--- src/rtl/display_scan_mux_if.sv ---
// Host-side load bus and decoder/anode drive for display_scan_mux.
// The host (master) supplies the value to show; the scanner (slave) drives the digit.
interface display_scan_mux_if #(
   parameter int DIGITS = 4
);
   localparam int IDX_W = $clog2(DIGITS);

   logic                  load;
   logic [4*DIGITS-1:0]   value;
   logic [DIGITS-1:0]     dp_mask;
   logic                  lz_en;
   logic [3:0]            dado;
   logic                  dp;
   logic [DIGITS-1:0]     an;
   logic [IDX_W-1:0]      digit_idx;
   logic                  frame_tick;

   modport master (
      output load, value, dp_mask, lz_en,
      input  dado, dp, an, digit_idx, frame_tick
   );

   modport slave (
      input  load, value, dp_mask, lz_en,
      output dado, dp, an, digit_idx, frame_tick
   );
endinterface

--- src/rtl/display_scan_mux.sv ---
// Time-multiplexed 7-segment scanner with a double-buffered value, inter-digit
// blanking and leading-zero suppression. An update takes effect at a frame boundary.
module display_scan_mux #(
   parameter int DIGITS       = 4,
   parameter int REFRESH_DIV  = 50000,
   parameter int BLANK_CYCLES = 16
) (
   input  logic                clk,
   input  logic                rst,
   display_scan_mux_if.slave   bus
);
   localparam int IDX_W = $clog2(DIGITS);
   localparam int CNT_W = $clog2(REFRESH_DIV);

   typedef enum logic {BLANK, SHOW} state_t;

   state_t                     state_q, state_d;
   logic [CNT_W-1:0]           cnt_q, cnt_d;
   logic [IDX_W-1:0]           idx_q, idx_d;
   logic [DIGITS-1:0][3:0]     act_q, act_d, pend_q, pend_d;
   logic [DIGITS-1:0]          act_dp_q, act_dp_d, pend_dp_q, pend_dp_d;
   logic [3:0]                 dado_q, dado_d;
   logic                       dp_q, dp_d;
   logic                       tick_q, tick_d;

   logic                       slot_end, frame_end;
   logic                       clear_run;
   logic [DIGITS-1:0]          supp;
   logic [DIGITS-1:0]          an_c;

   always_comb begin
      slot_end  = (cnt_q == CNT_W'(REFRESH_DIV - 1));
      frame_end = slot_end && (idx_q == IDX_W'(DIGITS - 1));

      cnt_d = slot_end ? '0 : cnt_q + 1'b1;
      idx_d = idx_q;
      if (slot_end) idx_d = frame_end ? '0 : idx_q + 1'b1;

      pend_d    = pend_q;
      pend_dp_d = pend_dp_q;
      if (bus.load) begin
         pend_d    = bus.value;
         pend_dp_d = bus.dp_mask;
      end

      // A load on the wrap cycle is copied to active at the same edge.
      act_d    = act_q;
      act_dp_d = act_dp_q;
      if (frame_end) begin
         act_d    = pend_d;
         act_dp_d = pend_dp_d;
      end

      // The nibble and dp are latched at slot start, ahead of the anode enable.
      dado_d = dado_q;
      dp_d   = dp_q;
      if (slot_end) begin
         dado_d = act_d[idx_d];
         dp_d   = act_dp_d[idx_d];
      end

      tick_d = frame_end;
   end

   always_comb begin
      state_d = state_q;
      case (state_q)
         BLANK: if (cnt_q == CNT_W'(BLANK_CYCLES - 1)) state_d = SHOW;
         SHOW:  if (slot_end) state_d = BLANK;
         default: state_d = BLANK;
      endcase
   end

   // Digit i is suppressed when it and every digit above it are zero with no dp.
   always_comb begin
      clear_run = 1'b1;
      supp      = '0;
      for (int i = DIGITS - 1; i >= 0; i--) begin
         clear_run = clear_run & (act_q[i] == 4'h0) & ~act_dp_q[i];
         if (i > 0) supp[i] = bus.lz_en & clear_run;
      end
   end

   always_comb begin
      an_c = '1;
      if (state_q == SHOW && !supp[idx_q]) an_c[idx_q] = 1'b0;
   end

   always_ff @(posedge clk) begin
      if (rst) begin
         state_q   <= BLANK;
         cnt_q     <= '0;
         idx_q     <= '0;
         act_q     <= '0;
         act_dp_q  <= '0;
         pend_q    <= '0;
         pend_dp_q <= '0;
         dado_q    <= '0;
         dp_q      <= 1'b0;
         tick_q    <= 1'b0;
      end else begin
         state_q   <= state_d;
         cnt_q     <= cnt_d;
         idx_q     <= idx_d;
         act_q     <= act_d;
         act_dp_q  <= act_dp_d;
         pend_q    <= pend_d;
         pend_dp_q <= pend_dp_d;
         dado_q    <= dado_d;
         dp_q      <= dp_d;
         tick_q    <= tick_d;
      end
   end

   assign bus.an         = an_c;
   assign bus.dado       = dado_q;
   assign bus.dp         = dp_q;
   assign bus.digit_idx  = idx_q;
   assign bus.frame_tick = tick_q;
endmodule

--- src/flat_wrapper.sv ---
// flat-port wrapper written by rule: the top's interface ports become plain ports
module display_scan_mux_flat 
#(
   parameter int DIGITS       = 4,
   parameter int REFRESH_DIV  = 50000,
   parameter int BLANK_CYCLES = 16
)
  (clk, rst, bus_load, bus_value, bus_dp_mask, bus_lz_en, bus_dado, bus_dp, bus_an, bus_digit_idx, bus_frame_tick);
  display_scan_mux_if #(.DIGITS(DIGITS)) bus_i ();
  input  logic clk;
  input  logic rst;
  input wire logic [$bits(bus_i.load)-1:0] bus_load;
  input wire logic [$bits(bus_i.value)-1:0] bus_value;
  input wire logic [$bits(bus_i.dp_mask)-1:0] bus_dp_mask;
  input wire logic [$bits(bus_i.lz_en)-1:0] bus_lz_en;
  output wire logic [$bits(bus_i.dado)-1:0] bus_dado;
  output wire logic [$bits(bus_i.dp)-1:0] bus_dp;
  output wire logic [$bits(bus_i.an)-1:0] bus_an;
  output wire logic [$bits(bus_i.digit_idx)-1:0] bus_digit_idx;
  output wire logic [$bits(bus_i.frame_tick)-1:0] bus_frame_tick;
  assign bus_i.load = bus_load;
  assign bus_i.value = bus_value;
  assign bus_i.dp_mask = bus_dp_mask;
  assign bus_i.lz_en = bus_lz_en;
  assign bus_dado = bus_i.dado;
  assign bus_dp = bus_i.dp;
  assign bus_an = bus_i.an;
  assign bus_digit_idx = bus_i.digit_idx;
  assign bus_frame_tick = bus_i.frame_tick;
  display_scan_mux #(.DIGITS(DIGITS), .REFRESH_DIV(REFRESH_DIV), .BLANK_CYCLES(BLANK_CYCLES)) u_core (.clk(clk), .rst(rst), .bus(bus_i));
endmodule
--- config.mk ---
export PLATFORM = sky130hd
export DESIGN_NAME = display_scan_mux_flat
export DESIGN_NICKNAME = d
export VERILOG_FILES = /design/src/rtl/display_scan_mux_if.sv /design/src/rtl/display_scan_mux.sv /design/src/flat_wrapper.sv
export SDC_FILE = /design/constraint.sdc
export NUM_CORES = 1
export LEC_CHECK = 0
export BUFFER_PORTS_ARGS = -buffer_cell sky130_fd_sc_hd__clkbuf_2
export CAP_MARGIN = 25
export CORE_ASPECT_RATIO = 0.7
export CORE_MARGIN = 2
export CORE_UTILIZATION = 52
export CTS_CLUSTER_DIAMETER = 60
export DETAILED_ROUTE_END_ITERATION = 8
export PLACE_DENSITY = 0.75
export REMOVE_ABC_BUFFERS = 1
export SLEW_MARGIN = 40
export SYNTH_ARGS = -nofsm -noshare
export SYNTH_HDL_FRONTEND = slang
export SYNTH_SLANG_ARGS = --single-unit
export TNS_END_PERCENT = 10
--- constraint.sdc ---
create_clock -name clk -period 2.1 [get_ports clk]
set_input_delay 0.21 -clock clk [delete_from_list [all_inputs] [get_ports clk]]
set_output_delay 0.21 -clock clk [all_outputs]
set_load 0.03 [all_outputs]
==> impl_metrics.py, run 1 <==
metrics = {
    "status": {
        "status": "finished, violations left",
        "violations": "negative setup slack",
    },
    "die": {
        "initial_core_util_pct": 53.4,
        "ios": 36,
        "die_x_um": 95.2,
        "rows": 23,
        "core_area_mm2": 0.00567,
        "die_h_um": 67.8,
        "dieArea_mm2": 0.00646,
    },
    "run": {
        "max-cap-violations": 0,
    },
    "yosys": {
        "yosysUniqueCellTypes": 36,
        "yosysTopAreaCell": "dfxtp_1",
        "ys_seq_area_share_pct": 43.0,
        "async_flop_share_pct": 0,
        "syn-instance-count": 298,
        "ys_ff_latch": 65,
        "avgSynthCellArea_um2": 10.2,
        "synth_top_area_share_pct": 43.0,
        "synthTopCellsByArea": "dfxtp_1 (43%), mux2i_1 (10%), a211oi_2 (8.3%), nor2_1 (5.7%), a31oi_1 (4.1%)",
        "syn_area_mm2": 0.00303,
        "dominantRegCellSynth": "dfxtp_1",
        "synth_edf_count": 0,
        "yosys_warnings": 0,
    },
    "cts": {
        "cts.path.max_buffers": 2,
        "clk_pin_slew_worst_paths_ps": 70,
        "cts_tree": "done",
        "htree_levels": 3,
        "holdBufCountCts": 0,
        "insertion_delay_ps": 350,
        "post_cts_buffers": 0,
        "cts-buffers-inserted": 9,
        "clock_sinks": 65,
        "cts-root-buf": "clkbuf_8",
    },
    "pwr": {
        "power_uw": 2370,
        "leakage_uw": 0.00125,
        "powerDensity_mw_per_mm2": 676,
        "vdd_ir_drop_max_mv": 0.400,
    },
    "route": {
        "vias_per_cell": 5.65,
        "via_count": 2328,
        "drc": 0,
        "wl_per_cell_um": 15.6,
        "drt_iter0_drc": 196,
        "dr.pass1.iters": 4,
        "drtAntennaViolNets": 0,
        "wl_um": 6430,
    },
    "sta": {
        "slew_headroom_pct": 74.7,
        "timing.final.hold_violations": 0,
        "fmax_mhz": 466,
        "period_share_pct": 102,
        "worstMarginPinSlew_ps": 369,
        "finClkSkew_ps": 7.46,
        "slew_viol_final": 0,
        "timing.final.ws_setup_ps": -45.9,
        "fin_crit_ps": 2150,
        "setup_viol": 4,
        "rsz0062_at_grt": "yes",
    },
    "worst_hold_path": {
        "worstHoldPathCells": 2,
        "min_path_type": "input port to register",
        "min_from": "rst",
        "holdPathEnd": "u_core.act_q[6]",
    },
    "grt": {
        "grt_max_degree": 49,
        "overflow": 0,
        "grt_pass1_wl_um": 10200,
        "grt_usage_pct": 21.4,
        "antenna_found_initial": 0,
        "grt_pass1_vias": 2054,
    },
    "setup_path": {
        "r2r_start": "u_core.bus.digit_idx[0]",
        "rrSetupSlack_ps": 200,
        "cp.required_ps": 1890,
        "worstPathMaxFanout": 4,
        "cp-start-kind": "register",
        "critPathArrivalTime_ps": 1940,
        "critPathKind": "register to output pin",
        "rr_endpoint": "u_core.bus.dado[2]",
        "ff2ff_path_depth": 5,
        "end_kind": "output pin",
    },
    "final_layout": {
        "num_antenna_cells": 0,
        "multi_input_area_mm2": 0.00158,
        "fin_area_mm2": 0.00351,
        "num-nets-final": 361,
        "fillCellCount": 470,
        "drive_gt1_share_pct": 30.6,
        "area_growth_syn_to_layout_pct": 16.1,
        "seqCellArea_mm2": 0.00130,
    },
    "placed_design": {
        "dpl_cell_area_mm2": 0.00330,
        "place_hpwl_um": 4380,
        "globalplace.congestion": 0.862,
        "port_buffers": 35,
    },
}
==> repair_timing <==
action | 4_1_cts | 5_1_grt
gates resized for setup | 11 | 4
setup endpoints to repair | 4 | 4
pin swaps | 2 | 3
==> logic make-up after synthesis <==
logic type | Yosys count | share of synthesized area [%]
flops | 65 | 43.0
mux | 36 | 14.0
simple gates | 92 | 15.4
compound gates | 54 | 15.8
fa+ha+maj | 5 | 2.07
buf+inv | 32 | 5.75
xor+xnor | 14 | 4.05
==> area by class of cell <==
class                           instances  share of cell area [%]
Multi-Input combinational cell        201                    44.9
Tap cell                               75                    2.67
Clock buffer                            9                    3.52
Timing Repair Buffer                   49                    9.68
Clock inverter                          7                    1.57
Inverter                                6                   0.641
Sequential cell                        65                    37.1
==> state kept, by name, summed over array words and instances, names as in the netlist <==
register / cells
u_core.act_dp_q: 4
u_core.act_q: 16
u_core.bus.dado: 4
u_core.bus.digit_idx: 2
u_core.bus.dp: 1
u_core.bus.frame_tick: 1
u_core.cnt_q: 16
u_core.pend_dp_q: 4
u_core.pend_q: 16
u_core.state_q: 1
==> cells in the mapped netlist (6+ instances only) <==
library cell	number
clkbuf_1	15
buf_6	6
nor3_1	9
mux2i_1	31
a31oi_1	20
a211oi_2	20
nand3_1	9
xnor2_1	12
nor4_1	6
inv_1	6
dfxtp_1	65
nor2_1	46
==> per-layer routing <==
metal  part of all wire (%)  routed length, um  GRT usage, %
met5                      0                  0             0
met4                    1.7                109          6.70
met3                    7.1                456          9.03
met2                     43               2780          29.9
met1                     48               3080          29.9
==> metrics by stage <==
step / std cells / setup WS, ps / utilization (%) / hold slack (ps) / TNS, ps
2_1_floorplan: 272 / -426 / - / 275 / -10730
3_3_place_gp: 396 / 260 / 58.2 / 442 / 0
3_5_place_dp: 396 / 208 / 58.2 / 455 / 0
4_1_cts: 412 / -114 / 62.0 / 104 / -299
5_1_grt: 412 / -152 / 62.0 / 105 / -543
6_report: 412 / -45.9 / 62.0 / 114 / -155
==> worst max-delay path: stages (launching register included) <==
cell and delay (ps):
dfxtp_2 330, or4_4 560, o21ai_2 150, a32oi_2 90
o211ai_1 250, buf_4 200
==> report_power, final <==
part           switching (uW)  internal [uW]  total [uW]
logic                    81.3           63.0         144
registers                11.8           1260        1270
clock network             523            437         960
==> cells in the final DEF, fill, tap and decap left out, types with 12 or more instances in the layout <==
cell / Yosys / layout
buf_4: 1 / 14
a211oi_2: 20 / 20
xnor2_1: 12 / 12
dfxtp_1: 65 / 64
mux2i_1: 31 / 31
a31oi_1: 20 / 20
nor2_1: 46 / 44
clkbuf_2: 1 / 31
==> worst max path at each step <==
stage | to | cells after the start | startpoint | slack, ps
floorplan | u_core.bus.dado[3] | 3 | u_core.bus.digit_idx[0] | -430
global placement | u_core.cnt_q[3] | 5 | u_core.cnt_q[5] | 260
detailed placement | bus_an[0] | 5 | u_core.act_q[9] | 210
CTS | bus_an[0] | 5 | u_core.act_q[11] | -110
global route | bus_an[1] | 5 | u_core.act_q[11] | -150
finish | bus_an[1] | 5 | u_core.act_q[11] | -50
Note: power is estimated with default switching activity, not from simulation.
==> run 2: changes to the inputs <==
- TNS_END_PERCENT: 10 -> 50
==> run 2 against run 1 <==
Largest power group unchanged. Maximum frequency grew 0.22%. Global-route usage down 0.096 points. The run still ends with negative setup slack left. Total power fell by 0.17%. Highest routed layer unchanged. Worst hold slack improved by 6.8 ps. Routed wire length decreased by 0.53%. Clock power shrank 0.5%. Final cell count up 0.24%. Clock-buffer cell count unchanged. Core utilization grew 0.13 points. Worst setup slack better by 4.8 ps. Register-to-register slack about the same.
==> impl_metrics.py, run 2 (synthesis gave the netlist of run 1 again) <==
metrics = {
    "sta": {
        "slew_viol_final": 0,
        "setup_viol": 4,
        "timing.final.hold_violations": 0,
        "period_share_pct": 102,
        "fin_crit_ps": 2140,
        "setup-tns-final_ps": -61.8,
        "worstMarginPinSlew_ps": 368,
        "fmax_mhz": 467,
        "slew_headroom_pct": 74.8,
        "rsz0062_at_grt": "yes",
        "timing.final.ws_setup_ps": -41.1,
        "finClkSkew_ps": 8.19,
    },
    "route": {
        "wl_um": 6390,
        "dr.pass1.iters": 5,
        "drtAntennaViolNets": 0,
        "via_count": 2351,
        "drc": 0,
        "wl_per_cell_um": 15.5,
        "vias_per_cell": 5.69,
        "drt_iter0_drc": 188,
    },
    "final_layout": {
        "area_growth_syn_to_layout_pct": 16.4,
        "num-nets-final": 362,
        "final_cell_mix": "dfxtp_1 (64), nor2_1 (44), mux2i_1 (31), clkbuf_2 (31)",
        "fin_area_mm2": 0.00352,
        "top_regs": "u_core.act_q x16, u_core.cnt_q x16, u_core.pend_q x16",
        "drive_gt1_share_pct": 30.8,
        "num_antenna_cells": 0,
        "fillCellCount": 469,
        "fin_cells": 413,
        "layout_commonest_cell": "dfxtp_1",
    },
    "grt": {
        "antenna_found_initial": 0,
        "grt_pass1_wl_um": 10200,
        "grt_max_degree": 49,
        "overflow": 0,
        "grt_pass1_vias": 2049,
        "grt_usage_pct": 21.3,
    },
    "pwr": {
        "power.internal_uw": 1760,
        "p_switching_uw": 612,
        "swShare_pct": 25.8,
        "combPwrFrac_pct": 6.1,
        "leakage_uw": 0.00126,
        "vdd_ir_drop_max_mv": 0.400,
        "power_uw": 2370,
        "powerDensity_mw_per_mm2": 673,
        "seqPwrFrac_pct": 53.6,
        "power_frac_clock_pct": 40.3,
    },
    "setup_path": {
        "r2r_start": "u_core.bus.digit_idx[0]",
        "worstPathMaxFanout": 4,
        "critPathKind": "register to output pin",
        "end_kind": "output pin",
        "critPathArrivalTime_ps": 1930,
        "rrSetupSlack_ps": 200,
        "rr_endpoint": "u_core.bus.dado[2]",
        "ff2ff_path_depth": 5,
        "cp.required_ps": 1890,
        "cp-start-kind": "register",
    },
    "die": {
        "ios": 36,
        "dieArea_mm2": 0.00646,
        "core_area_mm2": 0.00567,
        "initial_core_util_pct": 53.4,
        "die_x_um": 95.2,
        "die_h_um": 67.8,
        "rows": 23,
    },
    "cts": {
        "insertion_delay_ps": 350,
        "clk_pin_slew_worst_paths_ps": 70,
        "cts-buffers-inserted": 9,
        "cts-root-buf": "clkbuf_8",
        "cts.path.max_buffers": 2,
        "htree_levels": 3,
        "cts_tree": "done",
        "clock_sinks": 65,
        "holdBufCountCts": 0,
    },
    "placed_design": {
        "port_buffers": 35,
        "dp_slack_ps": 208,
        "globalplace.congestion": 0.862,
        "dpl_cell_area_mm2": 0.00330,
        "place_hpwl_um": 4380,
        "dp.cells": 396,
    },
    "status": {
        "violations": "negative setup slack",
        "status": "finished, violations left",
    },
    "worst_hold_path": {
        "min_path_type": "input port to register",
        "min_from": "rst",
        "holdPathEnd": "u_core.act_q[6]",
        "worstHoldPathCells": 2,
    },
    "run": {
        "max-cap-violations": 0,
    },
}
==> run 2: worst max path at each step <==
stage,start,end,cells after the start
3_3_place_gp,u_core.cnt_q[5],u_core.cnt_q[3],5
3_5_place_dp,u_core.act_q[9],bus_an[0],5
6_report,u_core.act_q[11],bus_an[0],5
2_1_floorplan,u_core.bus.digit_idx[0],u_core.bus.dado[3],3
5_1_grt,u_core.act_q[8],bus_an[0],5
4_1_cts,u_core.act_q[11],bus_an[0],5
==> run 2: per-layer routing <==
metal  routed length [um]  GRT usage [%]
met4                   56           6.70
met1                 3020           29.8
met2                 2820           29.8
met5                    0              0
met3                  498           9.03
==> run 2: cell type report <==
type / instances / area, um2 / share of cell area (%)
Inverter: 6 / 22.5 / 0.639
Clock buffer: 9 / 124 / 3.52
Timing Repair Buffer: 50 / 348 / 9.88
Multi-Input combinational cell: 201 / 1580 / 44.8
Clock inverter: 7 / 55.1 / 1.56
Sequential cell: 65 / 1300 / 37.0
Tap cell: 75 / 93.8 / 2.66
==> run 2: through the flow <==
stage	util (%)	hold slack, ps
2_1_floorplan	-	275
3_3_place_gp	58.2	442
3_5_place_dp	58.2	455
4_1_cts	62.1	104
5_1_grt	62.1	105
6_report	62.1	121
==> run 2: worst max-delay path, stage by stage, from the launching register on <==
cell	delay, ps
dfxtp_2	320
or4_4	560
nor2_4	110
a32oi_2	130
o211ai_1	260
buf_4	210
==> run 2: power by group through the flow <==
stage          logic, uW  registers (uW)  clock network (uW)
2_1_floorplan       61.7            1300                   0
3_3_place_gp         141            1300                   0
3_5_place_dp         145            1300                   0
4_1_cts              146            1270                 995
5_1_grt              158            1270                1050
6_report             144            1270                 955
==> run 2: what timing repair did <==
item | in CTS | in global routing
buffers inserted | 1 | 0
resized for setup | 11 | 4
setup endpoints to repair | 4 | 4
endpoints found under the hold margin | 0 | 0
pin swaps | 3 | 3
